--- config.mk ---
export PLATFORM = sky130hd
export DESIGN_NAME = iteration_vector_counter_flat
export DESIGN_NICKNAME = d
export VERILOG_FILES = /design/src/rtl/iteration_vector_counter_if.sv /design/src/rtl/iteration_vector_counter.sv /design/src/flat_wrapper.sv
export SDC_FILE = /design/constraint.sdc
export NUM_CORES = 1
export LEC_CHECK = 0
export ABC_AREA = 1
export ABC_CLOCK_PERIOD_IN_PS = 2080
export BUFFER_PORTS_ARGS = -buffer_cell sky130_fd_sc_hd__buf_2
export CELL_PAD_IN_SITES_DETAIL_PLACEMENT = 1
export CELL_PAD_IN_SITES_GLOBAL_PLACEMENT = 1
export CORE_MARGIN = 2
export CORE_UTILIZATION = 39
export CTS_BUF_LIST = sky130_fd_sc_hd__clkbuf_4 sky130_fd_sc_hd__clkbuf_8 sky130_fd_sc_hd__clkbuf_16
export DETAILED_ROUTE_END_ITERATION = 12
export MAX_ROUTING_LAYER = met4
export PLACE_DENSITY = 0.83
export SLEW_MARGIN = 20
export SYNTH_ARGS = -nofsm -noshare
export SYNTH_HDL_FRONTEND = slang
export SYNTH_SLANG_ARGS = --single-unit
--- constraint.sdc ---
create_clock -name clk -period 2.08 [get_ports clk]
set_input_delay 0.208 -clock clk [delete_from_list [all_inputs] [get_ports clk]]
set_output_delay 0.208 -clock clk [all_outputs]
set_load 0.05 [all_outputs]
--- src/rtl/iteration_vector_counter_if.sv ---
// Control and iteration-vector bus between the loop-nest walker and the global controller.
// Vectors are big-endian packed: element j lives in bits [j*MATRIX_ELEMENT_WIDTH +: MATRIX_ELEMENT_WIDTH].
interface iteration_vector_counter_if #(
  parameter int DIMENSION            = 3,
  parameter int MATRIX_ELEMENT_WIDTH = 8
);
  logic                                       start;
  logic [0:DIMENSION*MATRIX_ELEMENT_WIDTH-1]  bounds;
  logic                                       stall;
  logic [0:DIMENSION*MATRIX_ELEMENT_WIDTH-1]  iter_vec;
  logic [0:DIMENSION-1]                       last_flags;
  logic                                       iter_valid;
  logic                                       busy;
  logic                                       done;

  modport master (
    output start, bounds, stall,
    input  iter_vec, last_flags, iter_valid, busy, done
  );

  modport slave (
    input  start, bounds, stall,
    output iter_vec, last_flags, iter_valid, busy, done
  );
endinterface

--- src/rtl/iteration_vector_counter.sv ---
// Walks a DIMENSION-deep loop nest (element 0 innermost) and emits one registered
// iteration vector per non-stalled cycle, with per-element "last" flags.
module iteration_vector_counter #(
  parameter int DIMENSION            = 3,
  parameter int MATRIX_ELEMENT_WIDTH = 8
) (
  input logic                       clk,
  input logic                       rst,
  iteration_vector_counter_if.slave bus
);
  localparam int W  = MATRIX_ELEMENT_WIDTH;
  localparam int VW = DIMENSION * MATRIX_ELEMENT_WIDTH;

  typedef enum logic [1:0] {
    S_IDLE,
    S_RUN,
    S_DONE
  } state_e;

  state_e               state_q;
  logic [0:VW-1]        bounds_q;
  logic [0:VW-1]        iter_q, iter_d;
  logic [0:DIMENSION-1] last_q, last_d;
  logic [0:DIMENSION-1] start_last;
  logic                 valid_q, busy_q, done_q;
  logic                 zero_trip;
  logic                 carry;
  logic                 final_vec;

  function automatic logic [W-1:0] elem(input logic [0:VW-1] v, input int j);
    return v[j*W +: W];
  endfunction

  // Mixed-radix increment: an element wraps exactly when its last flag is set,
  // since last_q always describes iter_q.
  // NOTE: every always_comb output is assigned a default first so no latch is inferred.
  always_comb begin
    iter_d     = iter_q;
    last_d     = '0;
    start_last = '0;
    zero_trip  = 1'b0;
    carry      = 1'b1;
    for (int j = 0; j < DIMENSION; j++) begin
      if (carry) begin
        if (last_q[j]) begin
          iter_d[j*W +: W] = '0;
        end else begin
          iter_d[j*W +: W] = elem(iter_q, j) + W'(1);
          carry            = 1'b0;
        end
      end
      last_d[j]     = (elem(iter_d, j) == elem(bounds_q, j) - W'(1));
      start_last[j] = (elem(bus.bounds, j) == W'(1));
      if (elem(bus.bounds, j) == '0) begin
        zero_trip = 1'b1;
      end
    end
  end

  assign final_vec = &last_q;

  // NOTE: sequential state uses non-blocking assignments so every register samples pre-edge values.
  always_ff @(posedge clk) begin
    if (rst) begin
      state_q  <= S_IDLE;
      bounds_q <= '0;
      iter_q   <= '0;
      last_q   <= '0;
      valid_q  <= 1'b0;
      busy_q   <= 1'b0;
      done_q   <= 1'b0;
    end else begin
      case (state_q)
        S_IDLE: begin
          if (bus.start) begin
            bounds_q <= bus.bounds;
            iter_q   <= '0;
            busy_q   <= 1'b1;
            if (zero_trip) begin
              state_q <= S_DONE;
              last_q  <= '0;
              done_q  <= 1'b1;
            end else begin
              state_q <= S_RUN;
              last_q  <= start_last;
              valid_q <= 1'b1;
            end
          end
        end
        S_RUN: begin
          if (!bus.stall) begin
            if (final_vec) begin
              // Final vector retires; iter_vec keeps its last value.
              state_q <= S_DONE;
              valid_q <= 1'b0;
              done_q  <= 1'b1;
            end else begin
              iter_q <= iter_d;
              last_q <= last_d;
            end
          end
        end
        S_DONE: begin
          state_q <= S_IDLE;
          done_q  <= 1'b0;
          busy_q  <= 1'b0;
        end
        default: begin
          state_q <= S_IDLE;
        end
      endcase
    end
  end

  assign bus.iter_vec   = iter_q;
  assign bus.last_flags = last_q;
  assign bus.iter_valid = valid_q;
  assign bus.busy       = busy_q;
  assign bus.done       = done_q;

endmodule

--- src/flat_wrapper.sv ---
// flat-port wrapper written by rule: the top's interface ports become plain ports
module iteration_vector_counter_flat 
#(
  parameter int DIMENSION            = 3,
  parameter int MATRIX_ELEMENT_WIDTH = 8
)
  (clk, rst, bus_start, bus_bounds, bus_stall, bus_iter_vec, bus_last_flags, bus_iter_valid, bus_busy, bus_done);
  iteration_vector_counter_if #(.DIMENSION(DIMENSION), .MATRIX_ELEMENT_WIDTH(MATRIX_ELEMENT_WIDTH)) bus_i ();
  input logic clk;
  input logic rst;
  input wire logic [$bits(bus_i.start)-1:0] bus_start;
  input wire logic [$bits(bus_i.bounds)-1:0] bus_bounds;
  input wire logic [$bits(bus_i.stall)-1:0] bus_stall;
  output wire logic [$bits(bus_i.iter_vec)-1:0] bus_iter_vec;
  output wire logic [$bits(bus_i.last_flags)-1:0] bus_last_flags;
  output wire logic [$bits(bus_i.iter_valid)-1:0] bus_iter_valid;
  output wire logic [$bits(bus_i.busy)-1:0] bus_busy;
  output wire logic [$bits(bus_i.done)-1:0] bus_done;
  assign bus_i.start = bus_start;
  assign bus_i.bounds = bus_bounds;
  assign bus_i.stall = bus_stall;
  assign bus_iter_vec = bus_i.iter_vec;
  assign bus_last_flags = bus_i.last_flags;
  assign bus_iter_valid = bus_i.iter_valid;
  assign bus_busy = bus_i.busy;
  assign bus_done = bus_i.done;
  iteration_vector_counter #(.DIMENSION(DIMENSION), .MATRIX_ELEMENT_WIDTH(MATRIX_ELEMENT_WIDTH)) u_core (.clk(clk), .rst(rst), .bus(bus_i));
endmodule
==> results.json <==
{
  "status": "finished clean",
  "cts_tree": "yes",
  "syn_to_final_growth_pct": 14.9,
  "rsz0062_at_grt": "no",
  "ys_ff_latch": 56,
  "path_clk_slew_ns": 0.10,
  "ys_async_sr_fraction": 0,
  "die_area_um2": 10300,
  "crit_type": "reg -> reg",
  "wl_per_cell_um": 15.0,
  "cts_buffers": 5,
  "boundaryPins": 58,
  "ys.flop_type": "dfxtp_1",
  "grt_antenna_before_repair": 0,
  "tightest_slew_ns": 0.735,
  "p_clk_frac": 0.163,
  "peakVddDrop_mv": 0.497,
  "combPwrFrac": 0.511,
  "grt_util_all_layers": 0.249,
  "synth-seq-area-share": 0.302,
  "period_share": 0.884,
  "gr-total-overflow": 0,
  "drt-pass1-iter-count": 4,
  "port_buffers": 57,
  "synth_fp_nets": 639,
  "hp-start": "bus_bounds[2]",
  "cp.required_ns": 2.33,
  "vias_per_cell": 5.21,
  "end_kind": "flip-flop",
  "wirelength_um": 11900,
  "synthTopCellsByCount": "168 x nand2_1, 74 x inv_1, 59 x nand3_1, 59 x nor2_1, 57 x a21oi_1",
  "max-clock-path-buffers": 2,
  "synth_top_area_frac": 0.302,
  "n_antenna_cell": 0,
  "design_area_um2": 4260,
  "netlist_top_cells_area": "dfxtp_1 30%, nand2_1 17%, nand3_1 8.0%",
  "regToRegSetupSlack_ns": 0.24,
  "worstSkewPairLatency_ns": 0.32,
  "final_layout_size_suffix_gt1_frac": 0.140,
  "vias": 4128,
  "skew_ns": 0.00916,
  "fmax_mhz": 544,
  "place_congestion": 0.875,
  "synth.most_common_cell": "nand2_1",
  "die_w_um": 102,
  "max_slew_margin": 0.510,
  "power.leakage_nw": 2.00,
  "worstReg2RegEnd": "u_core.bus.last_flags[2]$_SDFFE_PP0P_",
  "synth_cell_types": 31,
  "netlist_area_um2": 3710,
  "cap_viol_max_count": 0,
  "placed_area_um2": 4150,
  "nNetsFinal": 696,
  "seqPwrFrac": 0.326,
  "setup_violations": 0,
  "core_um2": 9240,
  "layout_min_cycle_time_ns": 1.84,
  "initial_core_util": 0.401,
  "clock-sinks": 56,
  "cp.arrival_ns": 2.09,
  "p_per_area_nw_per_um2": 1070,
  "drc": 0,
  "yosysWarnings": 0,
  "h-tree-depth": 2,
  "intPower_mw": 2.39,
  "die_y_um": 102,
  "hp-class": "in -> reg",
  "start_kind": "flip-flop",
  "post-synth-top-area-cell": "dfxtp_1",
  "final_max_slew_viol_count": 0,
  "cts_root_buffer": "clkbuf_8",
  "grt_pass1_vias": 4312,
  "cts_setup_buffers": 0,
  "holdBufCountCts": 0,
  "whs_path_depth": 3,
  "fin_util": 0.461,
  "min_to": "u_core.bounds_q[21]$_SDFFE_PP0P_",
  "syn_area_per_cell_um2": 6.13,
  "synth_edf_count": 0,
  "ant_nets": 0,
  "cts_resized": 0,
  "worst-path-max-fanout": 5,
  "r2r_start": "u_core.bounds_q[23]$_SDFFE_PP0P_",
  "rr_worst_depth": 11,
  "num_rows": 35,
  "hpwl_um": 9300,
  "p_switching_mw": 2.16,
  "power.share.switching": 0.474,
  "hold_viol_final": 0,
  "grt_pass1_wl_um": 20000,
  "postSynthCellCount": 605,
  "grt_start_max_net_pins": 30,
  "first_iter_violations": 91,
  "fin_setup_tns_ns": 0
}
how the worst max path moves through the flow:
stage,startpoint,to,slack [ns],cells after the start
floorplan,u_core.bus.iter_vec[14]$_SDFFE_PP0P_,u_core.bus.last_flags[1]$_SDFFE_PP0P_,0.17,11
global placement,u_core.bus.last_flags[0]$_SDFFE_PP0P_,u_core.state_q[0]$_SDFFE_PP0P_,0.26,8
detailed placement,u_core.bus.last_flags[0]$_SDFFE_PP0P_,u_core.state_q[0]$_SDFFE_PP0P_,0.21,8
CTS,u_core.bus.last_flags[0]$_SDFFE_PP0P_,u_core.bus.last_flags[2]$_SDFFE_PP0P_,0.17,10
global route,u_core.bounds_q[23]$_SDFFE_PP0P_,u_core.bus.last_flags[2]$_SDFFE_PP0P_,0.02,11
finish,u_core.bounds_q[23]$_SDFFE_PP0P_,u_core.bus.last_flags[2]$_SDFFE_PP0P_,0.24,11
critical path, stage by stage, from the launching register on:
cell and delay (ns):
dfxtp_1 0.39, inv_1 0.10, ha_1 0.28, xnor2_1 0.31, inv_1 0.09, nand2_1 0.08
nand2_1 0.06, nor2_1 0.12, nand2_1 0.07, nor2_1 0.08, nand2_1 0.07, a21oi_1 0.11
cells in the final DEF, fill, tap and decap left out, drive strengths merged:
cell type / synthesis / routed
inv: 77 / 77
nand3: 60 / 60
a31oi: 2 / 2
buf: 7 / 69
nand2: 171 / 171
clkinv: 1 / 2
xnor2: 5 / 5
nor3: 3 / 3
o21bai: 3 / 3
clkbuf: 12 / 6
nand4: 23 / 23
nor4: 3 / 3
a211oi: 2 / 2
nand3b: 3 / 3
ha: 6 / 6
or2: 2 / 2
a21oi: 58 / 58
xor2: 9 / 9
bufinv: 0 / 1
nor2: 64 / 64
o21ai: 38 / 38
dfxtp: 56 / 56
layer usage:
| layer | routed length (µm) | track usage | vias up |
|---|---|---|---|
| met1 | 5200 | 0.286 | 1959 |
| li1 | - | - | 2074 |
| met5 | 0 | - | - |
| met2 | 6090 | 0.451 | 81 |
| met3 | 441 | 0.0393 | 14 |
| met4 | 129 | 0.0561 | 0 |
kinds of logic (layout without fill, tap and decap cells):
| logic type | count (synthesis) | after routing | share of synthesized area |
|---|---|---|---|
| xor+xnor | 14 | 14 | 0.0331 |
| flops | 56 | 56 | 0.302 |
| buf+inv | 97 | 155 | 0.105 |
| fa+ha+maj | 6 | 6 | 0.0202 |
| compound gates | 103 | 103 | 0.146 |
| simple gates | 329 | 329 | 0.393 |
flip-flops by register name, summed over array words and instances, names as in the netlist:
register and count:
u_core.bounds_q 24, u_core.bus.busy 1, u_core.bus.done 1, u_core.bus.iter_valid 1, u_core.bus.iter_vec 24, u_core.bus.last_flags 3, u_core.state_q 2
power by group through the flow:
stage	clock [mW]	combinational (mW)	sequential [mW]
floorplan	0	1.50	1.68
global placement	0	2.21	1.49
detailed placement	0	2.31	1.51
CTS	0.763	2.33	1.48
global route	0.804	2.64	1.51
finish	0.743	2.32	1.48
area by class of cell:
| type | count | area, µm² |
|---|---|---|
| Multi-Input combinational cell | 452 | 2200 |
| Inverter | 78 | 293 |
| Clock inverter | 2 | 35.0 |
| Tap cell | 129 | 161 |
| Clock buffer | 6 | 76.3 |
| Timing Repair Buffer | 69 | 375 |
| Fill cell | 1294 | 4980 |
| Sequential cell | 56 | 1120 |
stage by stage:
stage / hold slack (ns) / worst slack, ns / power (mW) / cells
after CTS: 0.137 / 0.168 / 4.57 / 792
after global placement: 0.440 / 0.263 / 3.70 / 784
after global routing: 0.160 / 0.0154 / 4.96 / 792
after floorplan: 0.336 / 0.172 / 3.18 / 605
final: 0.141 / 0.241 / 4.55 / 792
after detailed placement: 0.454 / 0.208 / 3.81 / 784
No activity file was read; power rests on OpenSTA's default activity.
